<file path="src/rtl/cdc_arb_pkg.sv">
// Shared definitions for the CDC transmit arbiter: FSM state encoding and a
// width helper.
package cdc_arb_pkg;

    localparam logic [1:0] S_IDLE = 2'd0;
    localparam logic [1:0] S_SEND = 2'd1;
    localparam logic [1:0] S_WAIT = 2'd2;

    typedef enum logic [1:0] {
        ST_IDLE = S_IDLE,
        ST_SEND = S_SEND,
        ST_WAIT = S_WAIT
    } state_e;

    // Index width for n items, never less than 1 bit.
    function automatic int clog2(input int n);
        int w;
        w = 1;
        while ((1 << w) < n) w++;
        return w;
    endfunction

endpackage

</file>
<file path="src/rtl/rr_arbiter.sv">
// Combinational round-robin pick: rotate requests so rr_ptr_i sits at bit 0,
// take the lowest set bit, then rotate the index back.
module rr_arbiter
    import cdc_arb_pkg::*;
#(
    parameter  int N  = 4,
    localparam int IW = clog2(N)
) (
    input  logic [N-1:0]  req_i,
    input  logic [IW-1:0] rr_ptr_i,
    output logic [N-1:0]  win_oh_o,
    output logic [IW-1:0] win_idx_o
);

    logic [2*N-1:0] req_dbl;
    logic [N-1:0]   req_rot;
    logic [IW-1:0]  offset;
    logic [IW:0]    idx_sum;

    assign req_dbl = {req_i, req_i} >> rr_ptr_i;
    assign req_rot = req_dbl[N-1:0];

    // NOTE: offset gets a default before the loop so no path leaves it unassigned (no latch).
    always_comb begin
        offset = '0;
        for (int i = N - 1; i >= 0; i--) begin
            if (req_rot[i]) offset = IW'(i);
        end
    end

    assign idx_sum   = {1'b0, offset} + {1'b0, rr_ptr_i};
    assign win_idx_o = (idx_sum >= (IW+1)'(N)) ? IW'(idx_sum - (IW+1)'(N))
                                               : idx_sum[IW-1:0];
    assign win_oh_o  = (|req_i) ? (N'(1) << win_idx_o) : '0;

endmodule

</file>
<file path="src/rtl/cdc_tx_arb.sv">
// Source-domain scheduler sharing one single-word CDC handshake channel
// between N requesters, with round-robin arbitration and a sticky busy timeout.
module cdc_tx_arb
    import cdc_arb_pkg::*;
#(
    parameter  int N       = 4,
    parameter  int DW      = 8,
    parameter  int TO_W    = 16,
    parameter  int TIMEOUT = 1000,
    localparam int IW      = clog2(N)
) (
    input  logic            clk,
    input  logic            rst,
    input  logic [N-1:0]    req,
    input  logic [N*DW-1:0] req_dat,
    output logic [N-1:0]    gnt,
    output logic [N-1:0]    done,
    output logic            ch_vld,
    output logic [DW-1:0]   ch_dat,
    input  logic            ch_busy,
    output logic            timeout,
    input  logic            clr_to,
    output logic [IW-1:0]   cur_id
);

    localparam logic [TO_W-1:0] TO_LIM = TO_W'(TIMEOUT - 1);

    state_e          state_q;
    logic [IW-1:0]   rr_ptr_q, rr_ptr_d;
    logic [N-1:0]    gnt_q, done_q;
    logic            ch_vld_q, timeout_q;
    logic [DW-1:0]   ch_dat_q, ch_dat_d;
    logic [IW-1:0]   cur_id_q;
    logic [TO_W-1:0] wait_cnt_q;

    logic [N-1:0]    win_oh;
    logic [IW-1:0]   win_idx;

    rr_arbiter #(.N(N)) u_rr_arbiter (
        .req_i     (req),
        .rr_ptr_i  (rr_ptr_q),
        .win_oh_o  (win_oh),
        .win_idx_o (win_idx)
    );

    assign ch_dat_d = req_dat[win_idx*DW +: DW];
    assign rr_ptr_d = (win_idx == IW'(N - 1)) ? '0 : win_idx + 1'b1;

    // NOTE: all state uses non-blocking assignments so every flop samples pre-edge values.
    always_ff @(posedge clk or posedge rst) begin
        if (rst) begin
            state_q    <= ST_IDLE;
            rr_ptr_q   <= '0;
            gnt_q      <= '0;
            done_q     <= '0;
            ch_vld_q   <= 1'b0;
            ch_dat_q   <= '0;
            cur_id_q   <= '0;
            timeout_q  <= 1'b0;
            wait_cnt_q <= '0;
        end else begin
            gnt_q    <= '0;
            done_q   <= '0;
            ch_vld_q <= 1'b0;
            if (clr_to) timeout_q <= 1'b0;

            case (state_q)
                ST_IDLE: begin
                    // A stale busy means the channel still holds a word; do not grant.
                    if ((|req) && !ch_busy) begin
                        gnt_q    <= win_oh;
                        ch_dat_q <= ch_dat_d;
                        cur_id_q <= win_idx;
                        rr_ptr_q <= rr_ptr_d;
                        state_q  <= ST_SEND;
                    end
                end
                ST_SEND: begin
                    ch_vld_q   <= 1'b1;
                    wait_cnt_q <= '0;
                    state_q    <= ST_WAIT;
                end
                ST_WAIT: begin
                    // Busy cannot rise while the valid pulse is still on the wire.
                    if (!ch_busy && !ch_vld_q) begin
                        done_q  <= N'(1) << cur_id_q;
                        state_q <= ST_IDLE;
                    end else if (ch_busy) begin
                        if (wait_cnt_q != '1) wait_cnt_q <= wait_cnt_q + 1'b1;
                        if (wait_cnt_q >= TO_LIM) timeout_q <= 1'b1;
                    end
                end
                default: state_q <= ST_IDLE;
            endcase
        end
    end

    assign gnt     = gnt_q;
    assign done    = done_q;
    assign ch_vld  = ch_vld_q;
    assign ch_dat  = ch_dat_q;
    assign cur_id  = cur_id_q;
    assign timeout = timeout_q;

endmodule

</file>
<file path="config.mk">
export PLATFORM = sky130hd
export DESIGN_NAME = cdc_tx_arb
export DESIGN_NICKNAME = d
export VERILOG_FILES = /design/src/rtl/cdc_arb_pkg.sv /design/src/rtl/rr_arbiter.sv /design/src/rtl/cdc_tx_arb.sv
export SDC_FILE = /design/constraint.sdc
export NUM_CORES = 1
export LEC_CHECK = 0
export CORE_UTILIZATION = 48
export DETAILED_ROUTE_END_ITERATION = 16
export PLACE_DENSITY = 0.91
export SETUP_SLACK_MARGIN = 0.15
export SLEW_MARGIN = 40
export SYNTH_ARGS = -nofsm -noshare
export SYNTH_HDL_FRONTEND = slang
export SYNTH_SLANG_ARGS = --single-unit
</file>
<file path="constraint.sdc">
create_clock -name clk -period 2.7 [get_ports clk]
set_input_delay 0.81 -clock clk [delete_from_list [all_inputs] [get_ports clk]]
set_output_delay 0.81 -clock clk [all_outputs]
set_load 0.02 [all_outputs]
</file>
======== Yosys cells after proc, flatten, opt, wreduce, memory -nomap -nowiden ========
Index checks and enable logic that the tools add are counted.
storage, ports and cells
  output and inout port bits .............. 20
  flip-flop bits (word level) ............. 40
  logic and storage cells ................. 62
  input bits .............................. 40
cells by class
  shift-type cells ........................ 4
  add/sub/neg operators ................... 4
  $lt $le $gt $ge ......................... 2
  equal/unequal tests ..................... 9
  multiplexer cells ....................... 24
  reduce and logical (&&, ||, !) cells .... 10
operator list
  cell                                                   count
  2-to-1 mux 16 bit                                      3
  one-hot mux 16 bit (2 select lines)                    1
  variable part select 32 x 6 -> 8 bit                   1
  2-to-1 mux 4 bit                                       5
  adder 16 x 1 -> 16 bit, second input constant          1
  >= comparator 16 x 10 -> 1 bit, second input constant  1
  2-to-1 mux 2 bit                                       8
  inequality test 16 bit, second input constant          1
  inequality test 2 bit, second input constant           5
  << shifter 1 x 2 -> 4 bit, first input constant        2
  right shift 8 x 2 -> 4 bit                             1
  2-to-1 mux 1 bit                                       6
  one-hot mux 2 bit (3 select lines)                     1
  == test 2 bit, second input constant                   2
  AND reduction 2 bit                                    2
  AND reduction 4 bit                                    1
  OR reduction 4 bit                                     1
  adder 2 x 2 -> 3 bit                                   1
  >= comparator 3 bit, second input constant             1
  adder 2 x 1 -> 2 bit, second input constant            1
  == test 2 x 1 -> 1 bit, second input constant          1
  logical AND 1 bit                                      2
  logical NOT 1 bit                                      2
  logical NOT 2 bit                                      1
  other kinds (2)                                        2

======== Depth between registers and ports, before layout ========
Gate-level depths: netlist (run 1).
  depth after elaboration ................. 12
  gate-level depth with buffers ........... 12
  depth with buffers taken out ............ 11

======== Modules after synthesis ========
Synthesis (run 1) repeated with hierarchy kept, for this count alone.
second synthesis, totals
  cell total of the unflattened synthesis .. 206
  area, all modules ....................... 2306.0 sq um
modules (own cells, without submodules)
  module      seq. area each (sq um)  instances  area an instance (sq um)  cells each
  cdc_tx_arb  1001.0                  1          2009.4                    167
  rr_arbiter  0.0                     1          296.5                     39

======== Worst setup path before layout (run 1) ========
OpenSTA, ideal clock, no wires.
  path type ............................... input -> register
  start point ............................. in req[2]
  end point ............................... reg gnt_q[2] (netlist: gnt[2])
  data required time ...................... 2581 ps
  stages on the path ...................... 11
  data arrival time ....................... 2701 ps
  slack ................................... -120 ps
  cells stage by stage .................... buf_2 -> nor2_1 -> nor3_1 -> a21oi_1 -> o21ai_0 -> ha_1 -> clkbuf_1 -> clkbuf_1 -> inv_1 -> ha_1 -> and2_1
between the ends
  word-level cells in the longest chain between the ends .. 12
RTL lines
  item                                                                     line              RTL
  from (decl)                                                              cdc_tx_arb.sv:14  input logic [N-1:0] req,
  right shift 8 x 2 -> 4 bit (*)                                           rr_arbiter.sv:20  assign req_dbl = {req_i, req_i} >> rr_ptr_i;
  2-to-1 mux 2 bit (3 in series)                                           rr_arbiter.sv:27  if (req_rot[i]) offset = IW'(i);
  2-to-1 mux 2 bit (*)                                                     rr_arbiter.sv:27
  adder 2 x 2 -> 3 bit (*)                                                 rr_arbiter.sv:31  assign idx_sum = {1'b0, offset} + {1'b0, rr_ptr_i};
  net u_rr_arbiter.idx_sum[0]                                              rr_arbiter.sv:18  logic [IW:0] idx_sum;
  >= comparator 3 bit / subtractor 2 x 1 -> 2 bit (equally long branches)  rr_arbiter.sv:32  assign win_idx_o = (idx_sum >= (IW+1)'(N)) ? IW'(idx_sum - (IW+1)'(N))
  2-to-1 mux 2 bit (*)                                                     rr_arbiter.sv:32
  << shifter 1 x 2 -> 4 bit (*)                                            rr_arbiter.sv:34  assign win_oh_o = (|req_i) ? (N'(1) << win_idx_o) : '0;
  2-to-1 mux 4 bit (*)                                                     rr_arbiter.sv:34
  2-to-1 mux 4 bit (*)                                                     cdc_tx_arb.sv:70  if ((|req) && !ch_busy) begin
  2-to-1 mux 4 bit (*)                                                     cdc_tx_arb.sv:67  case (state_q)
  to (signal assigned)                                                     cdc_tx_arb.sv:71  gnt_q <= win_oh;
  to (decl)                                                                cdc_tx_arb.sv:30  logic [N-1:0] gnt_q, done_q;
Mark *: on every way through the listed nets, which the timed path passes. The rest lies on a longest branch.
A chain may end at the register's enable or synchronous reset.

======== Final worst setup path (run 1) ========
  start point ............................. in req[3]
  end point ............................... reg ch_dat_q[4] (netlist: ch_dat[4])
between the ends
  word-level cells in the longest chain between the ends .. 9
RTL lines
  item                                                                     line              RTL
  right shift 8 x 2 -> 4 bit                                               rr_arbiter.sv:20
  2-to-1 mux 2 bit (4 in series)                                           rr_arbiter.sv:27
  adder 2 x 2 -> 3 bit                                                     rr_arbiter.sv:31
  >= comparator 3 bit / subtractor 2 x 1 -> 2 bit (equally long branches)  rr_arbiter.sv:32
  2-to-1 mux 2 bit                                                         rr_arbiter.sv:32
  variable part select 32 x 6 -> 8 bit                                     cdc_tx_arb.sv:46  assign ch_dat_d = req_dat[win_idx*DW +: DW];
  to (signal assigned)                                                     cdc_tx_arb.sv:72  ch_dat_q <= ch_dat_d;
  to (decl)                                                                cdc_tx_arb.sv:32  logic [DW-1:0] ch_dat_q, ch_dat_d;
Several ways; a longest one is shown, not always the timed one.

==> impl_metrics.ini, run 1 <==
[run_status]
outcome = finished clean

[timing]
timing.slew.headroom_pct = 60.8
fmax_mhz = 399
fin_crit_sh_pct = 92.8
fin_crit_ps = 2510
rsz0062_at_grt = no
worstMarginPinSlew_ps = 588
finalSetupTns_ps = 0
report.final.slew_viol_count = 0
setup_viol = 0
hold-worst-slack_ps = 500
clock_skew_ps = 8.78
finalHoldViolCount = 0

[setup_path]
path_common_cell = buf_12
path_cells = buf_6 > inv_2 > o311a_1 > o21ai_2 > ha_4 > xor2_4 > buf_12 > a21oi_4 > buf_12 > a2111oi_4 > o31ai_1
startpoint_type = input port
crit_family = compound AO/OA/AOI/OAI gates
critPathKind = input port to flip-flop
critPathSlowestCell = o311a_1
max_stage_delay_ps = 340
end_kind = flip-flop
arrival_ps = 2670
crit_path_max_fanout = 8
critPathBufInv = 4
critical_path_required_ps = 2860

[layout]
syn2layout_area_growth_pct = 55.7
final_area_mm2 = 0.00349
fill_cells = 244
layout.cells.non_filler = 371
diodes = 0
final_core_util_pct = 79.1
nets = 362
drive_gt1_share_pct = 22.3

[global_route]
grt_overflow_total = 0
antenna_found_initial = 0
grt_pass1_wl_um = 10500
first_global_vias = 2265
grt_usage_pct = 27.0
grt_max_degree = 41

[floorplan]
core_mm2 = 0.00441
die_w_um = 70.4
num_rows = 24
dieArea_mm2 = 0.00495
start_util_pct = 50.8
die_h_um = 70.4
ios = 60

[placement]
post_dp_cell_area_mm2 = 0.00302
portBuffers = 59
place_congestion = 0.803
dp_cells = 356
dp_hpwl_um = 4090

[routing]
vias_per_cell = 6.36
finalWirelength_um = 7460
avgRoutedWirePerCell_um = 20.1
ant_nets = 0
dr.first_iter.drc_count = 217
vias = 2360
drt_pass1_iterations = 5
drcViolationCount = 0

[yosys]
ys_seq_elements = 40
synthDistinctLibCells = 47
synth_edf_count = 0
ys_warn_count = 0
syn_avg_cell_area_um2 = 9.35
netlist_instances = 240
ys_seq_area_share_pct = 44.6
synth.cell_area_mm2 = 0.00224
synth_nets = 284
synthArstFlopShare_pct = 100
synth_top_flop_cell = dfrtp_1

[clocking]
clock-sinks = 40
ctsHtreeMaxLevel = 2
clk-insertion-delay-late_ps = 290
cts.path.max_buffers = 2
cts-buffers-inserted = 5
cts-root-buf = clkbuf_8
cts_tree = yes
cts.reportedPaths.clkPinSlew_ps = 70

[pwr]
leakage_uw = 0.00144
vdd_drop_max_uv = 725
p_per_area_mw_per_mm2 = 1100

[min_path]
worstHoldPathType = flip-flop to flip-flop

[run]
drv_cap = 0
[metal layers]
| layer | track usage (%) | routed length, um | up-vias |
|---|---|---|---|
| met3 | 3.46 | 417 | 38 |
| met1 | 31.5 | 2740 | 1137 |
| met5 | 0 | 0 | - |
| met4 | 16.0 | 391 | 0 |
| li1 | - | - | 1044 |
| met2 | 47.1 | 3920 | 141 |
[cell type report]
| type | count | area, um2 | area share [%] |
|---|---|---|---|
| Timing Repair Buffer | 82 | 805 | 23.0 |
| Sequential cell | 40 | 1000 | 28.7 |
| Clock buffer | 8 | 90.1 | 2.58 |
| Inverter | 7 | 26.3 | 0.752 |
| Tap cell | 52 | 65.1 | 1.86 |
| Multi-Input combinational cell | 182 | 1500 | 43.1 |
[registers in the layout (all words and copies together), names as in the netlist]
| name | cells |
|---|---|
| done | 4 |
| timeout | 1 |
| gnt | 4 |
| cur_id | 2 |
| state_q | 2 |
| rr_ptr_q | 2 |
| ch_vld | 1 |
| ch_dat | 8 |
| wait_cnt_q | 16 |
[metrics by stage]
stage / power [uW] / setup slack, ps
floorplan: 1970 / 151
global placement: 2490 / -439
detailed placement: 2560 / -506
CTS: 3430 / 159
global route: 4030 / 148
finish: 3860 / 194
[cells in the final DEF, fill, tap and decap left out, drive strengths merged, types with 6 or more instances in the layout]
cell and count:
clkdlybuf4s50 55, dfrtp 40, nand2 27, buf 24
nor2 19, nor2b 16, o21ai 16, o31ai 11
clkbuf 11, a2111oi 8, a221oi 8, nand4 7
inv 7, nand3 7, xor2 6
[cell usage after synthesis, types with 2 or more instances]
cell	n	area share [%]
ha_1	4	2.2
o21ai_0	15	3.3
nor4_1	2	0.56
a21oi_1	2	0.45
a21o_1	3	1.0
nor2_1	19	3.2
clkbuf_1	6	1.0
buf_2	3	0.67
a221oi_1	8	3.1
xnor2_1	3	1.2
a31oi_1	5	1.4
xor2_1	6	2.3
nor2b_1	16	4.5
and2_1	2	0.56
a21oi_2	2	0.78
and4_1	4	1.6
o31ai_1	11	3.7
nand3_1	5	1.1
nand2_1	27	4.5
and3_1	5	1.4
dfrtp_1	40	45
inv_1	7	1.2
a2111oi_0	8	3.1
o211ai_1	4	1.3
nor3_1	3	0.67
nand4_1	7	2.0
nand2b_1	3	0.84
[report_power, final]
group | internal [uW] | switching [uW] | total, uW | leakage, uW
combinational | 1190 | 1320 | 2510 | 0.000862
sequential | 748 | 189 | 937 | 0.000531
clock | 209 | 206 | 415 | 0.0000455
total | 2150 | 1710 | 3860 | 0.00144
[final timing paths]
path / start / endpoint / slack [ps] / depth (start not counted)
setup / recovery: req[3] / ch_dat[4] / 190 / 11
hold / removal: wait_cnt_q[9] / wait_cnt_q[9] / 500 / 1
setup reg to reg: rr_ptr_q[1] / rr_ptr_q[1] / 250 / 9
hold reg to reg: wait_cnt_q[9] / wait_cnt_q[9] / 500 / 1
max in group asynchronous: rst / rr_ptr_q[0] / 1400 / 3
min in group asynchronous: rst / rr_ptr_q[1] / 930 / 3
[kinds of logic (layout without fill, tap and decap cells)]
| kind of cell | after synthesis | after routing | share of synthesized area (%) |
|---|---|---|---|
| AOI/OAI and AO/OA | 67 | 67 | 22.0 |
| xor gates and xnor gates | 9 | 9 | 3.51 |
| adders and majority gates | 4 | 4 | 2.23 |
| buffers and inverters | 19 | 97 | 3.90 |
| DFF | 40 | 40 | 44.6 |
| and+or+nand+nor | 101 | 102 | 23.7 |
[worst register-to-register path, stage by stage (launching register included)]
cell,delay [ps]
dfrtp_1,720
nand2b_1,190
or3_4,390
a21o_4,260
buf_4,160
nand3_4,120
nand2_4,80
ha_1,280
nand2_1,70
nand2_1,70
[timing repair]
| action | in CTS | in global routing |
|---|---|---|
| hold buffers | 0 | 0 |
| pin swaps | 11 | 9 |
| endpoints found under the setup margin | 14 | 14 |
| resized for setup | 46 | 27 |
| gates cloned | 1 | 0 |
| buffers inserted | 4 | 2 |
No activity file was read; power rests on OpenSTA's default activity.
==> inputs of run 2 (changes only) <==
--- a/config.mk
+++ b/config.mk
@@ -5,6 +5,7 @@
 export SDC_FILE = /design/constraint.sdc
 export NUM_CORES = 1
 export LEC_CHECK = 0
+export CORE_MARGIN = 5
 export CORE_UTILIZATION = 48
 export DETAILED_ROUTE_END_ITERATION = 16
 export PLACE_DENSITY = 0.91
==> run 2 against run 1 <==
Worst hold slack got worse by 4.3 ps. Wire length increased by 13%. Worst setup slack got worse by 51 ps. Clock power increased by 27%. Cell count increased by 1.9%. Non-clock buffer count increased by 6. Design area increased by 3.7%. Critical path type unchanged.
==> impl_metrics.ini, run 2 (synthesis results as in run 1) <==
[clocking]
clk-insertion-delay-late_ps = 300
cts-buffers-inserted = 5
cts.reportedPaths.clkPinSlew_ps = 80
ctsHtreeMaxLevel = 2
cts_hold_buf = 0
clock-sinks = 40
cts.path.max_buffers = 2
cts_tree = yes
cts-root-buf = clkbuf_8

[timing]
rsz0062_at_grt = no
report.final.slew_viol_count = 0
setup_viol = 0
fin_crit_ps = 2560
fin_crit_sh_pct = 94.7
finalHoldViolCount = 0
clock_skew_ps = 4.00
worstMarginPinSlew_ps = 570
timing.slew.headroom_pct = 62.0
fmax_mhz = 391

[global_route]
grt-busiest-layer = met2
grt_max_degree = 41
met1_usage_pct = 29.7
gr-usage-met3_pct = 4.00
grt_usage_pct = 25.5
grt_pass1_wl_um = 12300
grt_overflow_total = 0
met2_usage_pct = 45.5
antenna_found_initial = 0
first_global_vias = 2324

[setup_path]
r2r-end = ch_dat[0]
arrival_ps = 2730
crit_path_max_fanout = 5
r2r-start = rr_ptr_q[1]
r2r_slack_ps = 200
startpoint_type = input port
reg2reg_depth = 7
critPathKind = input port to flip-flop
end_kind = flip-flop
critical_path_required_ps = 2870

[layout]
layout.cells.non_filler = 378
drive_gt1_share_pct = 26.1
largest_reg_flops = 16
final_common_cell = clkdlybuf4s50_1
top_register = wait_cnt_q
layout_common_cells = 55 x clkdlybuf4s50_1, 39 x dfrtp_1, 26 x nand2_1
syn2layout_area_growth_pct = 61.3
nets = 369
diodes = 0

[pwr]
p_total_uw = 4220
leakage_uw = 0.00151
p_per_area_mw_per_mm2 = 1160
seqPwrFrac_pct = 22.2
pwr-share-clk_pct = 12.5
vdd_drop_max_uv = 726
combPwrFrac_pct = 65.2
swShare_pct = 44.8
power.switching_uw = 1890
p_int_uw = 2330

[min_path]
hold_start = ch_dat[2]
whs_path_depth = 2
worstHoldPathType = flip-flop to flip-flop
holdPathEnd = ch_dat[2]

[floorplan]
dieArea_mm2 = 0.00614
die_w_um = 78.4
start_util_pct = 50.5
core_mm2 = 0.00444
ios = 60
num_rows = 24
die_h_um = 78.4

[placement]
dp_hpwl_um = 4410
dp_cells = 361
portBuffers = 59
place_congestion = 0.866

[routing]
ant_nets = 0
drcViolationCount = 0
vias = 2461
finalWirelength_um = 8420
avgRoutedWirePerCell_um = 22.3
dr.first_iter.drc_count = 374
drt_pass1_iterations = 5
vias_per_cell = 6.51

[run]
drv_cap = 0

[run_status]
outcome = finished clean
## run 2: layout make-up
class                   instances  area (um2)
multi-input cells             183        1570
clock buffers                   6        82.6
fillers                       238         825
clock inverters                 2        38.8
inverters                       7        26.3
flip-flops and latches         40        1000
repair buffers                 88         840
well taps                      52        65.1
## run 2: worst max-delay path: stages
cell and delay [ps]:
clkbuf_2 150, nor2_2 180, nor3_2 60, a21oi_1 200, o21ai_2 100, ha_4 210
xor2_4 210, a21oi_4 250, buf_12 170, a2111oi_4 50, o31ai_1 330
## run 2: per-stage QoR
| stage | util [%] | worst slack [ps] | instance area (um2) | hold slack [ps] | setup TNS [ps] |
|---|---|---|---|---|---|
| after global placement | 68.8 | -440 | 3060 | 460 | -4680 |
| final | 81.4 | 142 | 3620 | 496 | 0 |
| after CTS | 77.5 | 144 | 3440 | 484 | 0 |
| after floorplan | - | 151 | 2300 | 438 | 0 |
| after detailed placement | 68.8 | -483 | 3060 | 468 | -5850 |
| after global routing | 81.4 | 81.6 | 3620 | 525 | 0 |
## run 2: worst max path at each step
stage,startpoint,end,slack [ps]
finish,req[0],ch_dat[0],140
global placement,req[3],ch_dat[3],-440
detailed placement,req[0],ch_dat[3],-480
floorplan,req[2],ch_dat[2],150
CTS,req[3],ch_dat[2],140
global route,req[0],ch_dat[0],80
## run 2: power groups by stage
stage | clock network (uW) | logic, uW | registers, uW
2_1_floorplan | 0 | 995 | 971
3_3_place_gp | 0 | 1680 | 895
3_5_place_dp | 0 | 1740 | 904
4_1_cts | 524 | 2250 | 904
5_1_grt | 565 | 2890 | 953
6_report | 529 | 2750 | 937
## run 2: per-layer routing
metal,up-vias,part of all wire [%]
met3,47,7.0
met5,-,0
met1,1177,37
li1,1067,-
met4,0,5.5
met2,170,51
## run 2: what timing repair did
action,CTS,global route
gates resized for setup,43,33
endpoints found under the setup margin,15,14
setup buffers,6,1
cloned,1,1
pin swaps,9,18
==> inputs of run 3 (changes only) <==
--- a/config.mk
+++ b/config.mk
@@ -7,9 +7,10 @@
 export LEC_CHECK = 0
 export CORE_MARGIN = 5
 export CORE_UTILIZATION = 48
+export CTS_CLUSTER_DIAMETER = 80
 export DETAILED_ROUTE_END_ITERATION = 16
 export PLACE_DENSITY = 0.91
-export SETUP_SLACK_MARGIN = 0.15
+export SETUP_SLACK_MARGIN = 0.1
 export SLEW_MARGIN = 40
 export SYNTH_ARGS = -nofsm -noshare
 export SYNTH_HDL_FRONTEND = slang
==> run 3 against run 2 <==
Clock power decreased by 18%. Power is 3.7% lower. Sequential power is 2.2% lower. Utilization is 2.3 points lower. Die area did not move. Sequential share of layout area grew 0.77 points. Clock-buffer cell count is 1 higher. Fmax rose by 0.44%. First-iteration DRC count fell by 20%. Non-clock buffer count shrank 3. Largest power group unchanged.
==> impl_metrics.ini, run 3 (synthesis results as in run 1) <==
[run_status]
outcome = finished clean

[global_route]
antenna_found_initial = 0
first_global_vias = 2343
grt_overflow_total = 0
grt_pass1_wl_um = 11700
grt_usage_pct = 24.3
grt_max_degree = 41

[pwr]
p_per_area_mw_per_mm2 = 1160
p_total_uw = 4060
leakage_uw = 0.00146
vdd_drop_max_uv = 813

[floorplan]
ios = 60
dieArea_mm2 = 0.00614
die_h_um = 78.4
start_util_pct = 50.5
core_mm2 = 0.00444
num_rows = 24
die_w_um = 78.4

[timing]
fmax_mhz = 393
report.final.slew_viol_count = 0
setup_viol = 0
fin_ws_ps = 154
rsz0062_at_grt = no
finalHoldViolCount = 0
clock_skew_ps = 4.65
hold-worst-slack_ps = 505
fin_crit_ps = 2550
timing.slew.headroom_pct = 63.2
worstMarginPinSlew_ps = 552
finalSetupTns_ps = 0
fin_crit_sh_pct = 94.3

[routing]
routed-wl-met3_um = 478
ant_nets = 0
drcViolationCount = 0
vias_per_cell = 6.22
dr.first_iter.drc_count = 298
drt_pass1_iterations = 4
dr_wl_met2_um = 4010
top_layer_used = met4
finalWirelength_um = 7670
avgRoutedWirePerCell_um = 20.5
met1_length_um = 2780
vias = 2327

[clocking]
clk-insertion-delay-late_ps = 300
ctsHtreeMaxLevel = 2
cts-buffers-inserted = 5
cts.path.max_buffers = 2
cts.reportedPaths.clkPinSlew_ps = 80
cts_tree = yes
clock-sinks = 40
cts_hold_buf = 0
cts-root-buf = clkbuf_8

[placement]
place_congestion = 0.819
portBuffers = 59
dp_hpwl_um = 4270
post-place-ws_ps = -462

[layout]
syn2layout_area_growth_pct = 56.8
final_common_cell = clkdlybuf4s50_1
largest_reg_flops = 16
nets = 365
final_core_util_pct = 79.1
top_register = wait_cnt_q
layout_common_cells = 55 x clkdlybuf4s50_1, 40 x dfrtp_1, 26 x nand2_1
fill_cells = 255
drive_gt1_share_pct = 23.6
diodes = 0

[setup_path]
critPathSlowestCell = a2111oi_4
critPathKind = input port to flip-flop
r2r_slack_ps = 210
crit_path_max_fanout = 8
path_cells = clkbuf_2 > nor2_2 > nor4_2 > a21oi_2 > o21ai_2 > ha_4 > buf_12 > xnor2_4 > nor3_4 > buf_12 > a2111oi_4 > o31ai_1
critPathBufInv = 3
critical_path_required_ps = 2880
end_kind = flip-flop
r2r-end = ch_dat[1]
reg2reg_depth = 8
arrival_ps = 2730
startpoint_type = input port
max_stage_delay_ps = 360
r2r-start = rr_ptr_q[0]
path_common_cell = buf_12
crit_family = compound AO/OA/AOI/OAI gates

[min_path]
whs_path_depth = 2
holdPathEnd = ch_dat[3]
hold_start = ch_dat[3]
worstHoldPathType = flip-flop to flip-flop

[run]
drv_cap = 0
==> run 3: stage by stage <==
stage | cell area, um2 | cells
final | 3520 | 374
after global routing | 3520 | 374
after CTS | 3380 | 372
after detailed placement | 3020 | 358
after global placement | 3020 | 358
after floorplan | 2280 | 240
==> run 3: power breakdown <==
| part | internal [uW] | switching [uW] | total, uW | leakage, uW |
|---|---|---|---|---|
| registers | 746 | 170 | 916 | 0.000533 |
| logic | 1280 | 1440 | 2710 | 0.000884 |
| clock network | 208 | 225 | 433 | 0.0000445 |
| total | 2230 | 1830 | 4060 | 0.00146 |
==> run 3: layout make-up <==
class	count	area (um2)	area share, %
Multi-Input combinational cell	182	1510	43.0
Sequential cell	40	1000	28.5
Timing Repair Buffer	85	820	23.3
Clock buffer	7	86.3	2.45
Tap cell	52	65.1	1.85
Inverter	7	26.3	0.747
Clock inverter	1	7.51	0.213
==> run 3: tightest hold or removal path, stage by stage, from the launching register on <==
cell	delay [ps]
dfrtp_1	360
nand2_1	50
o31ai_1	60
==> run 3: repair_timing <==
| item | in CTS | in global routing |
|---|---|---|
| buffers inserted | 5 | 2 |
| gates cloned | 1 | 0 |
| setup endpoints to repair | 15 | 14 |
| pin swaps | 8 | 15 |
| gates resized for setup | 43 | 23 |
==> run 3: per-layer routing <==
metal / up-vias / global-route usage (%)
met4: 0 / 15.4
met5: - / 0
met1: 1115 / 28.4
met2: 124 / 41.6
li1: 1054 / -
met3: 34 / 4.12
==> run 3: how the worst max path moves through the flow <==
| stage | slack [ps] | from | cells past startpoint | end |
|---|---|---|---|---|
| 2_1_floorplan | 120 | req[2] | 8 | ch_dat[2] |
| 3_3_place_gp | -430 | req[1] | 9 | ch_dat[5] |
| 3_5_place_dp | -460 | req[3] | 10 | rr_ptr_q[0] |
| 4_1_cts | 120 | req[2] | 11 | ch_dat[0] |
| 5_1_grt | 90 | rr_ptr_q[0] | 10 | ch_dat[1] |
| 6_report | 150 | req[1] | 12 | ch_dat[6] |
